`config.mk`:
```
export PLATFORM = sky130hd
export DESIGN_NAME = uart_rx
export DESIGN_NICKNAME = d
export VERILOG_FILES = /design/src/rtl/uart_rx.sv
export SDC_FILE = /design/constraint.sdc
export NUM_CORES = 1
export LEC_CHECK = 0
export CORE_MARGIN = 2
export CORE_UTILIZATION = 59
export CTS_BUF_LIST = sky130_fd_sc_hd__clkbuf_8
export DETAILED_ROUTE_END_ITERATION = 6
export PLACE_DENSITY_LB_ADDON = 0.2
export SLEW_MARGIN = 10
export SYNTH_ARGS = -nofsm -noshare
export SYNTH_HDL_FRONTEND = slang
export SYNTH_SLANG_ARGS = --single-unit
```
`constraint.sdc`:
```
create_clock -name i_clk -period 2.33 [get_ports i_clk]
set_input_delay 0.3495 -clock i_clk [delete_from_list [all_inputs] [get_ports i_clk]]
set_output_delay 0.3495 -clock i_clk [all_outputs]
set_load 0.02 [all_outputs]
```
`src/rtl/uart_rx.sv`:
```
// Oversampled UART receiver: 5-8 data bits, optional parity, 1/2 stop bits.
// Define UART_RX_BREAK_DET_EN to enable break detection and the WAIT_IDLE state.
module uart_rx #(
    parameter int unsigned SAMPLING_RATE = 16,
    parameter int unsigned SYNC_STAGES   = 2
) (
    input  logic       i_clk,
    input  logic       i_rst_n,
    input  logic       i_tick,
    input  logic       i_rx,
    input  logic [1:0] i_data_len,
    input  logic       i_parity_en,
    input  logic       i_parity_odd,
    input  logic       i_stop2,
    output logic [7:0] o_data,
    output logic       o_valid,
    output logic       o_parity_err,
    output logic       o_frame_err,
    output logic       o_break,
    output logic       o_busy
);
    localparam int unsigned CNT_W = $clog2(SAMPLING_RATE);
    localparam logic [CNT_W-1:0] HALF_LAST = CNT_W'(SAMPLING_RATE / 2 - 1);
    localparam logic [CNT_W-1:0] FULL_LAST = CNT_W'(SAMPLING_RATE - 1);

    typedef enum logic [2:0] {
        S_IDLE,
        S_START,
        S_DATA,
        S_PARITY,
`ifdef UART_RX_BREAK_DET_EN
        S_STOP,
        S_WAIT_IDLE
`else
        S_STOP
`endif
    } state_t;

    state_t                 state_q, state_d;
    logic [SYNC_STAGES-1:0] sync_q, sync_d;
    logic [CNT_W-1:0]       tick_cnt_q, tick_cnt_d;
    logic [2:0]             bit_cnt_q, bit_cnt_d;
    logic [7:0]             shift_q, shift_d;
    logic [1:0]             cfg_len_q, cfg_len_d;
    logic                   cfg_par_en_q, cfg_par_en_d;
    logic                   cfg_odd_q, cfg_odd_d;
    logic                   cfg_stop2_q, cfg_stop2_d;
    logic                   par_flag_q, par_flag_d;
    logic                   frm_flag_q, frm_flag_d;
    logic [7:0]             data_q, data_d;
    logic                   valid_q, valid_d;
    logic                   parity_err_q, parity_err_d;
    logic                   frame_err_q, frame_err_d;
    logic                   busy_q, busy_d;
    logic                   rx_s;
    logic [7:0]             data_mask;
    logic                   exp_par;
    logic                   last_data;
    logic                   frm_flag_new;
`ifdef UART_RX_BREAK_DET_EN
    logic                   all_zero_q, all_zero_d;
    logic                   break_q, break_d;
    logic                   zero_new;
`endif

    assign rx_s      = sync_q[SYNC_STAGES-1];
    assign data_mask = 8'hFF >> (2'd3 - cfg_len_q);
    assign exp_par   = (^(shift_q & data_mask)) ^ cfg_odd_q;
    assign last_data = (bit_cnt_q == ({1'b0, cfg_len_q} + 3'd4));

    // Next-state, counters and registered outputs; everything but o_valid moves on ticks only
    always_comb begin
        state_d      = state_q;
        sync_d       = {sync_q[SYNC_STAGES-2:0], i_rx};
        tick_cnt_d   = tick_cnt_q;
        bit_cnt_d    = bit_cnt_q;
        shift_d      = shift_q;
        cfg_len_d    = cfg_len_q;
        cfg_par_en_d = cfg_par_en_q;
        cfg_odd_d    = cfg_odd_q;
        cfg_stop2_d  = cfg_stop2_q;
        par_flag_d   = par_flag_q;
        frm_flag_d   = frm_flag_q;
        data_d       = data_q;
        valid_d      = 1'b0;
        parity_err_d = parity_err_q;
        frame_err_d  = frame_err_q;
        frm_flag_new = frm_flag_q | ~rx_s;
`ifdef UART_RX_BREAK_DET_EN
        all_zero_d   = all_zero_q;
        break_d      = break_q;
        zero_new     = all_zero_q & ~rx_s;
`endif
        if (i_tick) begin
            case (state_q)
                S_IDLE: begin
                    if (!rx_s) begin
                        state_d      = S_START;
                        tick_cnt_d   = '0;
                        shift_d      = '0;
                        par_flag_d   = 1'b0;
                        frm_flag_d   = 1'b0;
                        cfg_len_d    = i_data_len;
                        cfg_par_en_d = i_parity_en;
                        cfg_odd_d    = i_parity_odd;
                        cfg_stop2_d  = i_stop2;
`ifdef UART_RX_BREAK_DET_EN
                        all_zero_d   = 1'b1;
`endif
                    end
                end
                S_START: begin
                    tick_cnt_d = tick_cnt_q + CNT_W'(1);
                    if (tick_cnt_q == HALF_LAST) begin
                        if (!rx_s) begin
                            state_d    = S_DATA;
                            tick_cnt_d = '0;
                            bit_cnt_d  = '0;
                        end else begin
                            state_d = S_IDLE;
                        end
                    end
                end
                S_DATA: begin
                    tick_cnt_d = tick_cnt_q + CNT_W'(1);
                    if (tick_cnt_q == FULL_LAST) begin
                        tick_cnt_d         = '0;
                        shift_d[bit_cnt_q] = rx_s;
                        bit_cnt_d          = bit_cnt_q + 3'd1;
`ifdef UART_RX_BREAK_DET_EN
                        all_zero_d         = zero_new;
`endif
                        if (last_data) begin
                            bit_cnt_d = '0;
                            state_d   = cfg_par_en_q ? S_PARITY : S_STOP;
                        end
                    end
                end
                S_PARITY: begin
                    tick_cnt_d = tick_cnt_q + CNT_W'(1);
                    if (tick_cnt_q == FULL_LAST) begin
                        tick_cnt_d = '0;
                        state_d    = S_STOP;
                        if (rx_s != exp_par) par_flag_d = 1'b1;
`ifdef UART_RX_BREAK_DET_EN
                        all_zero_d = zero_new;
`endif
                    end
                end
                S_STOP: begin
                    tick_cnt_d = tick_cnt_q + CNT_W'(1);
                    if (tick_cnt_q == FULL_LAST) begin
                        tick_cnt_d = '0;
                        frm_flag_d = frm_flag_new;
`ifdef UART_RX_BREAK_DET_EN
                        all_zero_d = zero_new;
`endif
                        if (cfg_stop2_q && (bit_cnt_q == 3'd0)) begin
                            bit_cnt_d = 3'd1;
                        end else begin
                            bit_cnt_d    = '0;
                            data_d       = shift_q & data_mask;
                            parity_err_d = par_flag_q;
                            frame_err_d  = frm_flag_new;
                            valid_d      = 1'b1;
                            state_d      = S_IDLE;
`ifdef UART_RX_BREAK_DET_EN
                            break_d      = zero_new;
                            if (zero_new) state_d = S_WAIT_IDLE;
`endif
                        end
                    end
                end
`ifdef UART_RX_BREAK_DET_EN
                S_WAIT_IDLE: begin
                    if (rx_s) state_d = S_IDLE;
                end
`endif
                default: state_d = S_IDLE;
            endcase
        end
        busy_d = (state_d != S_IDLE);
    end

    always_ff @(posedge i_clk or negedge i_rst_n) begin
        if (!i_rst_n) begin
            state_q      <= S_IDLE;
            sync_q       <= '1;
            tick_cnt_q   <= '0;
            bit_cnt_q    <= '0;
            shift_q      <= '0;
            cfg_len_q    <= '0;
            cfg_par_en_q <= 1'b0;
            cfg_odd_q    <= 1'b0;
            cfg_stop2_q  <= 1'b0;
            par_flag_q   <= 1'b0;
            frm_flag_q   <= 1'b0;
            data_q       <= '0;
            valid_q      <= 1'b0;
            parity_err_q <= 1'b0;
            frame_err_q  <= 1'b0;
            busy_q       <= 1'b0;
`ifdef UART_RX_BREAK_DET_EN
            all_zero_q   <= 1'b0;
            break_q      <= 1'b0;
`endif
        end else begin
            state_q      <= state_d;
            sync_q       <= sync_d;
            tick_cnt_q   <= tick_cnt_d;
            bit_cnt_q    <= bit_cnt_d;
            shift_q      <= shift_d;
            cfg_len_q    <= cfg_len_d;
            cfg_par_en_q <= cfg_par_en_d;
            cfg_odd_q    <= cfg_odd_d;
            cfg_stop2_q  <= cfg_stop2_d;
            par_flag_q   <= par_flag_d;
            frm_flag_q   <= frm_flag_d;
            data_q       <= data_d;
            valid_q      <= valid_d;
            parity_err_q <= parity_err_d;
            frame_err_q  <= frame_err_d;
            busy_q       <= busy_d;
`ifdef UART_RX_BREAK_DET_EN
            all_zero_q   <= all_zero_d;
            break_q      <= break_d;
`endif
        end
    end

    assign o_data       = data_q;
    assign o_valid      = valid_q;
    assign o_parity_err = parity_err_q;
    assign o_frame_err  = frame_err_q;
    assign o_busy       = busy_q;
`ifdef UART_RX_BREAK_DET_EN
    assign o_break      = break_q;
`else
    assign o_break      = 1'b0;
`endif

endmodule

```
Word level (Yosys, flattened, before mapping). Cells that the tools add are included.

Muxes and demuxes: 39. Bitwise gates (word level): 5. Add/sub/neg operators: 4. Reductions and logical operators: 19. $lt $le $gt $ge: 2. Equal/unequal tests: 15. Shifts and indexed selects: 1.

Operator list (number): $mux 3 (14); $mux 4 (4); $mux 8 (2); $pmux 8 s2 (1); $pmux 3 s5 (1); $ne 2x2->1 const B (7); $pmux 4 s3 (1); $reduce_and 4->1 (3); $mux 1 (10); $pmux 3 s3 (1); $reduce_bool 3->1 (3); $and 8x8->8 (1); $bwmux 8 (1); $reduce_xor 8->1 (1); $shr 8x2->8 const A (1); $eq 3x2->1 const B (2); $logic_not 3->1 (2); $reduce_and 3->1 (2); $reduce_and 6->1 (1); $reduce_bool 2->1 (3); $reduce_and 5->1 (1); $add 4x1->4 const B (1); $eq 4x3->1 const B (1); $eq 4x4->1 const B (1); 17 further kinds (20).

Input port bits: 9. Output and inout port bits: 13. Logic and storage cells: 101. Flip-flop bits (word level): 39.

Depth between registers and ports, before layout. Gate-level depths: netlist of run 1.

Word-level depth: 9. Depth in mapped cells: 8. Gate-level depth less buffers: 7.

Worst setup path before layout of run 1. Ideal clock, no wire load.

Path type: register -> register. From: register bit_cnt_q[1]. To: register parity_err_q, in the netlist o_parity_err. Clock period less this slack: 1.929 ns. Data required time: 2.205 ns. Arrival time: 1.804 ns. Library setup time: 0.125 ns. Path slack: 0.401 ns. Stages on the path, launching flop included: 8. Cell sequence: dfrtp_1 -> clkbuf_1 -> inv_1 -> ha_1 -> and3b_1 -> nand4b_4 -> buf_4 -> mux2_4.

Longest elaborated chain between the ends: 4.

RTL lines: start, declared (line 42) `logic [2:0] bit_cnt_q, bit_cnt_d;`; start signal, assigned (line 211) `bit_cnt_q <= bit_cnt_d;`; $logic_not 3->1 (line 158) `if (cfg_stop2_q && (bit_cnt_q == 3'd0)) begin`; $logic_and 1x1->1 (line 158); $not 1->1 (no source line); $reduce_and 4->1 (no source line); end signal, assigned (line 221) `parity_err_q <= parity_err_d;`; end, declared (line 52) `logic parity_err_q, parity_err_d;`.

Every way passes these cells. A chain may end at the register's enable or synchronous reset.

Worst setup path after layout of run 1.
From: register bit_cnt_q[1]. To: register busy_q, in the netlist o_busy.

Longest elaborated chain between the ends: 7.

RTL lines: $logic_not 3->1 (line 158); $logic_and 1x1->1 (line 158); $mux 3 (line 158); $mux 3 (line 152) `if (tick_cnt_q == FULL_LAST) begin`; $pmux 3 s5 * (line 95) `case (state_q)`; $mux 3 * (line 94) `if (i_tick) begin`; $reduce_bool 3->1 * (line 182) `busy_d = (state_d != S_IDLE);`; via busy_d (line 54) `logic busy_q, busy_d;`; end signal, assigned (line 223) `busy_q <= busy_d;`; end, declared (line 54).

Mark *: on every way through the listed nets, which the timed path passes. The rest lies on a longest branch.

==> results.md, run 1 <==
- Run status: completed
- XOR/XNOR Fraction of Synth Area: 5.846%
- Total number of vias: 1760
- FF+latch count, synth: 39
- Skew-Pair Late Insertion Delay: 290 ps
- Synthesized netlist cell count: 216
- Tightest Pin Transition: 842.1 ps
- Multi-input logic area: 1099 um^2
- Die footprint: 4242 um^2
- Worst Path Buf+Inv: 1
- Switching power: 0.0006375 W
- Cts repair resizes: 0
- Vias in the first global route: 1757
- Pin count of the biggest net entering global routing: 40
- PD cells: 738.6 nW/um^2
- Setup TNS: 0 ps
- CTS max path bufs: 2
- Port Buffer Count: 20
- Setup crit end kind: register
- Initial core utilization: 60.67%
- Post-Syn Area: 2205 um^2
- First-pass GRT wire length: 8321 um
- P_leak: 1.041 nW
- Post-synth net total: 228
- Compound-Gate Fraction of Synth Area: 18.90%
- GP Congestion: 0.8929
- Final Hold Fails: 0
- Clock network power share: 24.2%
- Share of the synthesized area in the top cell type: 42.00%
- P_int: 0.001195 W
- Max stage delay cell, worst path: dfrtp_1
- Min Tclk post-route: 1994 ps
- Number of post-CTS setup repair buffers: 0
- Max stage delay on crit path: 430 ps
- Fin. max-slew vios: 0
- Vias per cell: 6.241
- Post-synthesis adder-cell area fraction: 1.703%
- Mux share of post-synthesis cell area: 6.697%
- Worst path required time: 2510 ps
- Fin util: 68.29%
- Startpoint Class: register
- Number of DRC markers in iteration 0: 188
- Fillcell total: 315
- Worst R2R Start: bit_cnt_q[1]
- Chip height: 65.13 um
- DP HPWL: 3519 um
- CTS Root Cell: clkbuf_8
- Maximum clock frequency: 501.4 MHz
- CP Data Arrival Time: 2170 ps
- Largest family of logic cells by synthesized area: compound AO/OA/AOI/OAI gates
- Seq/Total Area, Yosys: 44.38%
- EDFF count, synth: 0
- Share of layout cells above drive strength 1: 17.09%
- Final WL: 4924 um
- Maxcap violations: 0
- Hold/Removal Path Class: in -> async
- Critical path's top delay family: simple AND/OR/NAND/NOR gates
- Total Nets Final: 245
- Number of core rows: 22
- Most frequent cell after synthesis: dfrtp_1
- Initial antenna violation count: 0
- Post-route ant nets: 0
- Hold Buf Count CTS: 0
- Ranking of synthesized cells by area: dfrtp_1, mux2_2, o21ai_0
- Worst-path cell chain: buf_4 -> xnor2_2 -> nand3_1 -> nor4_2 -> nor3_2 -> o311ai_1
- Commonest cells in the netlist: dfrtp_1, nand2_1, o21ai_0, mux2_2
- DRC violations left: 0
- Diodes inserted: 0
- Dpl cells: 274
- Max-Slew Margin vs Limit: 43.86%
- Period Utilization, post-route: 85.59%
- Avg Synthesized Cell Area: 10.21 um^2
- Simple-Gate Fraction of Synth Area: 16.52%
- Core Region: 3633 um^2
- CTS sink cnt: 39
- CTS H-tree lvls: 2
- Post-route insts no fill: 282
- Count of warnings emitted by yosys: 0
- Tot Pwr: 0.001832 W
- Worst Setup Path Type: reg -> reg
- Drt pass-1 iters: 7
- Crit path max fanout: 8
- Dominant synthesized flop cell: dfrtp_1
- Routed wire per std cell: 17.46 um
- Sw Share: 34.79%
- Crit path from: bit_cnt_q[1]
- Clk_skew: 8.533 ps
- Die Wd: 65.13 um
- Maximum vdd drop: 0.4362 mV
- Post-synth top area cell: dfrtp_1
- Clock transition at path regs: 80 ps
- RSZ-0062 raised after global routing: false
- Layout area overhead: 12.54%
- Yosys cell types: 58
- Combinational power share: 26.9%
- Sequential share of power: 48.9%
- Grt total ovfl: 0
- Asr flop ratio synth: 100.0%
- Sequential Area: 978.4 um^2
- # IOs: 22
- Endpoints failing setup: 0
- All-layer global routing usage: 26.16%
- CTS tree: yes
- CTS buffer count: 5
## layer usage
metal  GRT usage, %  share of wire [%]  vias to the layer above
met2          43.56                 50                       93
met5              0                  0                        -
met1          33.94                 40                      839
li1               -                  -                      802
met3          4.110                7.0                       26
met4          11.72                3.4                        0
## cell usage in the layout, fill, tap and decap left out, types with 2 or more instances in the layout
| cell type | netlist | layout |
|---|---|---|
| nor4_2 | 2 | 2 |
| o211ai_1 | 2 | 2 |
| nor3_1 | 2 | 2 |
| mux2_2 | 10 | 10 |
| nand3_1 | 7 | 7 |
| o31ai_1 | 6 | 6 |
| a22o_1 | 3 | 3 |
| xnor2_1 | 9 | 9 |
| inv_1 | 9 | 10 |
| a21oi_1 | 9 | 9 |
| dfrtp_1 | 37 | 37 |
| xor2_1 | 2 | 2 |
| a31oi_1 | 3 | 3 |
| nor3_2 | 2 | 2 |
| ha_1 | 3 | 3 |
| nand2b_1 | 3 | 3 |
| dfstp_2 | 2 | 2 |
| mux2i_1 | 2 | 2 |
| clkbuf_8 | 0 | 5 |
| xnor2_2 | 2 | 2 |
| nor2b_1 | 3 | 3 |
| nor2_1 | 5 | 5 |
| o22ai_1 | 2 | 2 |
| o21ai_1 | 3 | 3 |
| nand4_1 | 2 | 2 |
| nand2_1 | 23 | 23 |
| and2_1 | 2 | 2 |
| buf_4 | 2 | 4 |
| o21ai_0 | 20 | 20 |
| and3_1 | 2 | 2 |
| clkdlybuf4s50_1 | 0 | 19 |
## through the flow
stage | hold slack (ps) | cell area, um^2 | setup WS (ps)
floorplan | 53.91 | 2205 | 401.1
global placement | 345.8 | 2396 | 489.9
detailed placement | 347.5 | 2396 | 373.0
CTS | 188.6 | 2481 | 359.1
global route | 237.7 | 2481 | 217.1
finish | 152.9 | 2481 | 335.7
## sequential cells by signal (all words and copies together), names as in the netlist
signal and cells:
bit_cnt_q 3, cfg_len_q 2, cfg_odd_q 1, cfg_par_en_q 1
cfg_stop2_q 1, frm_flag_q 1, o_busy 1, o_data 8
o_frame_err 1, o_parity_err 1, o_valid 1, par_flag_q 1
shift_q 8, state_q 3, sync_q 2, tick_cnt_q 4
## cell type report
type | count | area share, %
clock buffers | 5 | 2.774
clock inverters | 3 | 0.6556
inverters | 9 | 1.362
multi-input cells | 154 | 44.28
flip-flops and latches | 39 | 39.44
well taps | 48 | 2.421
repair buffers | 24 | 9.077
## logic make-up after synthesis
group                    Yosys count
AND/OR/NAND/NOR                   63
AO/OA/AOI/OAI                     61
flip-flops                        39
buffers and inverters             23
XOR/XNOR                          13
multiplexers                      13
adder cells (fa/ha/maj)            3
other                              1
## worst paths after layout
check	endpoint	slack (ps)	cells after the start
max	o_busy	340	6
min	tick_cnt_q[2]	150	1
max reg2reg	o_busy	340	6
min reg2reg	sync_q[1]	360	0
max in group asynchronous	tick_cnt_q[1]	1640	1
min in group i_clk	sync_q[1]	360	0
## power by group through the flow
stage / sequential, W / combinational [W] / clock, W
after floorplan: 0.000839 / 0.000453 / 0
after global placement: 0.000894 / 0.000458 / 0
after detailed placement: 0.000900 / 0.000488 / 0
after CTS: 0.000889 / 0.000491 / 0.000448
after global routing: 0.000911 / 0.000539 / 0.000474
final: 0.000896 / 0.000493 / 0.000444
Note: power is estimated with default switching activity, not from simulation.
==> run 2: changes to the inputs <==
--- a/config.mk
+++ b/config.mk
@@ -5,11 +5,12 @@
 export SDC_FILE = /design/constraint.sdc
 export NUM_CORES = 1
 export LEC_CHECK = 0
-export CORE_MARGIN = 2
+export CORE_MARGIN = 1.5
 export CORE_UTILIZATION = 59
 export CTS_BUF_LIST = sky130_fd_sc_hd__clkbuf_8
 export DETAILED_ROUTE_END_ITERATION = 6
 export PLACE_DENSITY_LB_ADDON = 0.2
+export REMOVE_ABC_BUFFERS = 1
 export SLEW_MARGIN = 10
 export SYNTH_ARGS = -nofsm -noshare
 export SYNTH_HDL_FRONTEND = slang
==> run 2 against run 1 <==
First-iteration DRC count decreased by 23%. Final area grew 0.71%. Highest routed layer unchanged. Worst hold slack lost 5.3 ps. Clock skew grew 3.9 ps. Die area decreased by 3.0%. Total power grew 7.6%. Wire length fell by 4.3%.
==> results.md, run 2 (synthesis results as in run 1) <==
- Run status: completed
- Hold Buf Count CTS: 0
- Max stage delay cell, worst path: dfrtp_1
- CTS sink cnt: 39
- Number of DRC markers in iteration 0: 144
- Post-Place Cell Area: 2381 um^2
- Setup TNS: 0 ps
- Layout area overhead: 13.34%
- Min Tclk post-route: 2023 ps
- CTS max path bufs: 2
- All-layer global routing usage: 25.79%
- Endpoints failing setup: 0
- Hold/Removal Path Class: in -> async
- Period Utilization, post-route: 86.84%
- # IOs: 22
- Fin area: 2499 um^2
- Post-route ant nets: 0
- Worst path required time: 2520 ps
- Share of layout cells above drive strength 1: 16.81%
- Fillcell total: 291
- Chip height: 64.13 um
- Crit path max fanout: 13
- CTS H-tree lvls: 2
- Tightest Pin Transition: 829.2 ps
- Number of core rows: 22
- Total Nets Final: 243
- Grt total ovfl: 0
- Initial core utilization: 60.67%
- Startpoint Class: register
- Clk_skew: 12.40 ps
- Core Region: 3633 um^2
- GP Congestion: 0.8818
- Fin. max-slew vios: 0
- Max-Slew Margin vs Limit: 44.72%
- Skew-Pair Late Insertion Delay: 300 ps
- Final WL: 4713 um
- Final Hold Fails: 0
- DP HPWL: 3370 um
- Diodes inserted: 0
- Setup crit end kind: register
- Drt pass-1 iters: 7
- Port Buffer Count: 20
- Die Wd: 64.13 um
- CTS tree: yes
- Pin count of the biggest net entering global routing: 40
- Worst Setup Path Type: reg -> reg
- CTS Root Cell: clkbuf_8
- Cts repair resizes: 0
- First-pass GRT wire length: 7872 um
- Number of post-CTS setup repair buffers: 0
- Vias per cell: 6.096
- RSZ-0062 raised after global routing: false
- Clock transition at path regs: 70 ps
- Commonest non-fill, non-tap cells in the layout: dfrtp_1, nand2_1, o21ai_0
- Initial antenna violation count: 0
- PD cells: 789.2 nW/um^2
- Vias in the first global route: 1653
- Maximum clock frequency: 494.2 MHz
- DRC violations left: 0
- Maxcap violations: 0
- Routed wire per std cell: 16.83 um
- Maximum vdd drop: 0.4726 mV
- Most common cell after layout, fill and taps aside: dfrtp_1
- Fin util: 68.77%
- Total number of vias: 1707
- Max stage delay on crit path: 540 ps
- CTS buffer count: 5
- CP Data Arrival Time: 2210 ps
- Die footprint: 4113 um^2
- P_leak: 1.046 nW
- Worst-path cell chain: xnor2_2 -> nand3_1 -> nor4_2 -> nor3_2 -> o311ai_1
## run 2: worst paths after layout
path                              start       endpoint  depth (start not counted)  slack, ps
max in group asynchronous       i_rst_n  tick_cnt_q[3]                          1       1640
setup reg to reg           bit_cnt_q[0]         o_busy                          5        310
hold / removal                  i_rst_n     state_q[0]                          1        150
setup / recovery           bit_cnt_q[0]         o_busy                          5        310
min in group i_clk            sync_q[0]      sync_q[1]                          0        360
hold reg to reg               sync_q[0]      sync_q[1]                          0        360
## run 2: layout make-up
type	instances	area [um^2]	area share, %
Tap cell	48	60.06	2.404
Clock buffer	6	82.58	3.305
Clock inverter	2	35.03	1.402
Sequential cell	39	978.4	39.16
Multi-Input combinational cell	154	1099	43.97
Inverter	9	33.78	1.352
Timing Repair Buffer	22	210.2	8.413
## run 2: through the flow
stage / power [W] / hold slack [ps] / instances / worst slack (ps)
detailed placement: 0.001388 / 347.9 / 272 / 396.3
finish: 0.001972 / 147.6 / 280 / 306.7
global placement: 0.001364 / 348.1 / 272 / 474.8
global route: 0.002079 / 219.3 / 280 / 189.3
floorplan: 0.001234 / 53.91 / 202 / 609.9
CTS: 0.001972 / 180.5 / 280 / 369.4
## run 2: power breakdown
group	total, W	internal (W)	switching (W)
Sequential	0.000905	0.000760	0.000145
Combinational	0.000485	0.000231	0.000254
Clock	0.000582	0.000346	0.000235
## run 2: worst max-delay path, delay by kind of cell (launching register included)
family,cells,cell delay [ps]
XOR/XNOR,1,320
flip-flops,1,540
AND/OR/NAND/NOR,3,770
AO/OA/AOI/OAI,1,290
## run 2: metal layers
layer,track usage [%],part of all wire (%),up-vias
li1,-,-,804
met4,14.10,2.9,0
met5,0,0,-
met2,38.93,47,85
met1,34.39,42,801
met3,6.162,7.5,17
==> run 3: changes to the inputs <==
--- a/config.mk
+++ b/config.mk
@@ -10,6 +10,7 @@
 export CTS_BUF_LIST = sky130_fd_sc_hd__clkbuf_8
 export DETAILED_ROUTE_END_ITERATION = 6
 export PLACE_DENSITY_LB_ADDON = 0.2
+export RECOVER_POWER = 100
 export REMOVE_ABC_BUFFERS = 1
 export SLEW_MARGIN = 10
 export SYNTH_ARGS = -nofsm -noshare
==> constraint.sdc (replaced) <==
create_clock -name i_clk -period 2.33 [get_ports i_clk]
set_input_delay 0.3495 -clock i_clk [delete_from_list [all_inputs] [get_ports i_clk]]
set_output_delay 0.3495 -clock i_clk [all_outputs]
set_load 0.1 [all_outputs]
==> run 3 against run 2 <==
Clock-buffer cell count is 1 lower. Global-route usage shrank 1.7 points. Sequential cell count unchanged. Largest cell class unchanged.
==> results.md, run 3 (synthesis results as in run 1) <==
- Commonest non-fill, non-tap cells in the layout: dfrtp_1, nand2_1, o21ai_0
- Total Nets Final: 243
- CTS H-tree lvls: 2
- Min Tclk post-route: 2033 ps
- Final WL: 4528 um
- CTS tree: yes
- Most common cell after layout, fill and taps aside: dfrtp_1
- Setup crit end kind: register
- Maxcap violations: 0
- Vias per cell: 6.021
- GP Congestion: 0.8775
- Run status: completed
- Hold Buf Count CTS: 0
- Worst r2r dst: o_parity_err
- Worst R2R Start: tick_cnt_q[0]
- Pin count of the biggest net entering global routing: 40
- PD cells: 777.4 nW/um^2
- CTS max path bufs: 2
- DP Worst Slack: 380.4 ps
- Cts repair resizes: 0
- Worst path required time: 2500 ps
- Reg2Reg Setup Slack: 300 ps
- Fin area: 2356 um^2
- Core Region: 3633 um^2
- P_leak: 0.9929 nW
- Grt total ovfl: 0
- First-pass GRT wire length: 7514 um
- Worst setup margin: 297.1 ps
- CTS sink cnt: 39
- Tightest Pin Transition: 1173 ps
- Initial antenna violation count: 0
- CTS buffer count: 5
- RSZ-0062 raised after global routing: false
- Max-Slew Margin vs Limit: 22.14%
- Number of DRC markers in iteration 0: 125
- Max stage delay on crit path: 400 ps
- CP Data Arrival Time: 2200 ps
- Fin. max-slew vios: 0
- Max stage delay cell, worst path: mux2_1
- Number of core rows: 22
- Skew-Pair Late Insertion Delay: 300 ps
- Share of layout cells above drive strength 1: 13.36%
- Drt pass-1 iters: 4
- Period Utilization, post-route: 87.25%
- Post-Place Cell Area: 2351 um^2
- Maximum clock frequency: 491.9 MHz
- Die footprint: 4113 um^2
- Port Buffer Count: 20
- Critical path's top delay family: simple AND/OR/NAND/NOR gates
- Worst-path cell chain: ha_1 -> and3_1 -> and2_0 -> nand4b_4 -> mux2_1
- Number of post-CTS setup repair buffers: 0
- Crit path max fanout: 15
- Endpoints failing setup: 0
- Clock transition at path regs: 80 ps
- Chip height: 64.13 um
- Worst Path Buf+Inv: 0
- Total number of vias: 1686
- Setup TNS: 0 ps
- Hold WS: 158.1 ps
- DRC violations left: 0
- Vias in the first global route: 1577
- DP HPWL: 3311 um
- Worst Setup Path Type: reg -> reg
- Tot Pwr: 0.001832 W
- Hold/Removal Path Class: in -> async
- Startpoint Class: register
- Diodes inserted: 0
- CTS Root Cell: clkbuf_8
- Post-route ant nets: 0
- Worst Reg-to-Reg Cells: 5
- Layout area overhead: 6.867%
- Final Hold Fails: 0
- Clk_skew: 9.346 ps
- Routed wire per std cell: 16.17 um
- Initial core utilization: 60.67%
- # IOs: 22
- Maximum vdd drop: 0.4210 mV
- All-layer global routing usage: 24.11%
- Die Wd: 64.13 um
-- run 3: cell count changes in the layout (fill, tap and decap cells not counted), sizes merged --
cell / change
buf: -1
bufinv: -1
clkbuf: +12
clkdlybuf4s50: -13
clkinvlp: +1
dlygate4sd3: +1
inv: +1
-- run 3: worst max path at each step --
| stage | startpoint | to | slack, ps | depth (start not counted) |
|---|---|---|---|---|
| floorplan | bit_cnt_q[0] | o_parity_err | 610 | 5 |
| detailed placement | bit_cnt_q[0] | o_parity_err | 380 | 5 |
| global route | state_q[1] | o_busy | 160 | 4 |
| finish | tick_cnt_q[0] | o_parity_err | 300 | 5 |
| CTS | bit_cnt_q[0] | o_parity_err | 370 | 5 |
| global placement | bit_cnt_q[0] | o_parity_err | 470 | 5 |
-- run 3: cell type report --
| cell class | count | area [um^2] |
|---|---|---|
| clock inverters | 3 | 16.27 |
| fillers | 315 | 1277 |
| repair buffers | 22 | 131.4 |
| well taps | 48 | 60.06 |
| inverters | 9 | 33.78 |
| flip-flops and latches | 39 | 978.4 |
| multi-input cells | 154 | 1067 |
| clock buffers | 5 | 68.82 |
-- run 3: routing by layer --
metal	wire length [um]	vias up	global-route usage, %	part of all wire, %
li1	-	803	-	-
met1	2066	808	32.32	46
met2	2108	68	37.89	47
met3	287	7	6.162	6.3
met4	65	0	9.043	1.4
met5	0	-	0	0
-- run 3: power by group --
part,switching (W),total [W],internal [W]
clock,0.000232,0.000437,0.000205
sequential,0.000144,0.000903,0.000760
combinational,0.000277,0.000491,0.000215
-- run 3: per-stage QoR --
step           cells  util, %
2_1_floorplan    202        -
3_3_place_gp     272    64.70
3_5_place_dp     272    64.70
4_1_cts          280    67.05
5_1_grt          280    64.84
6_report         280    64.84
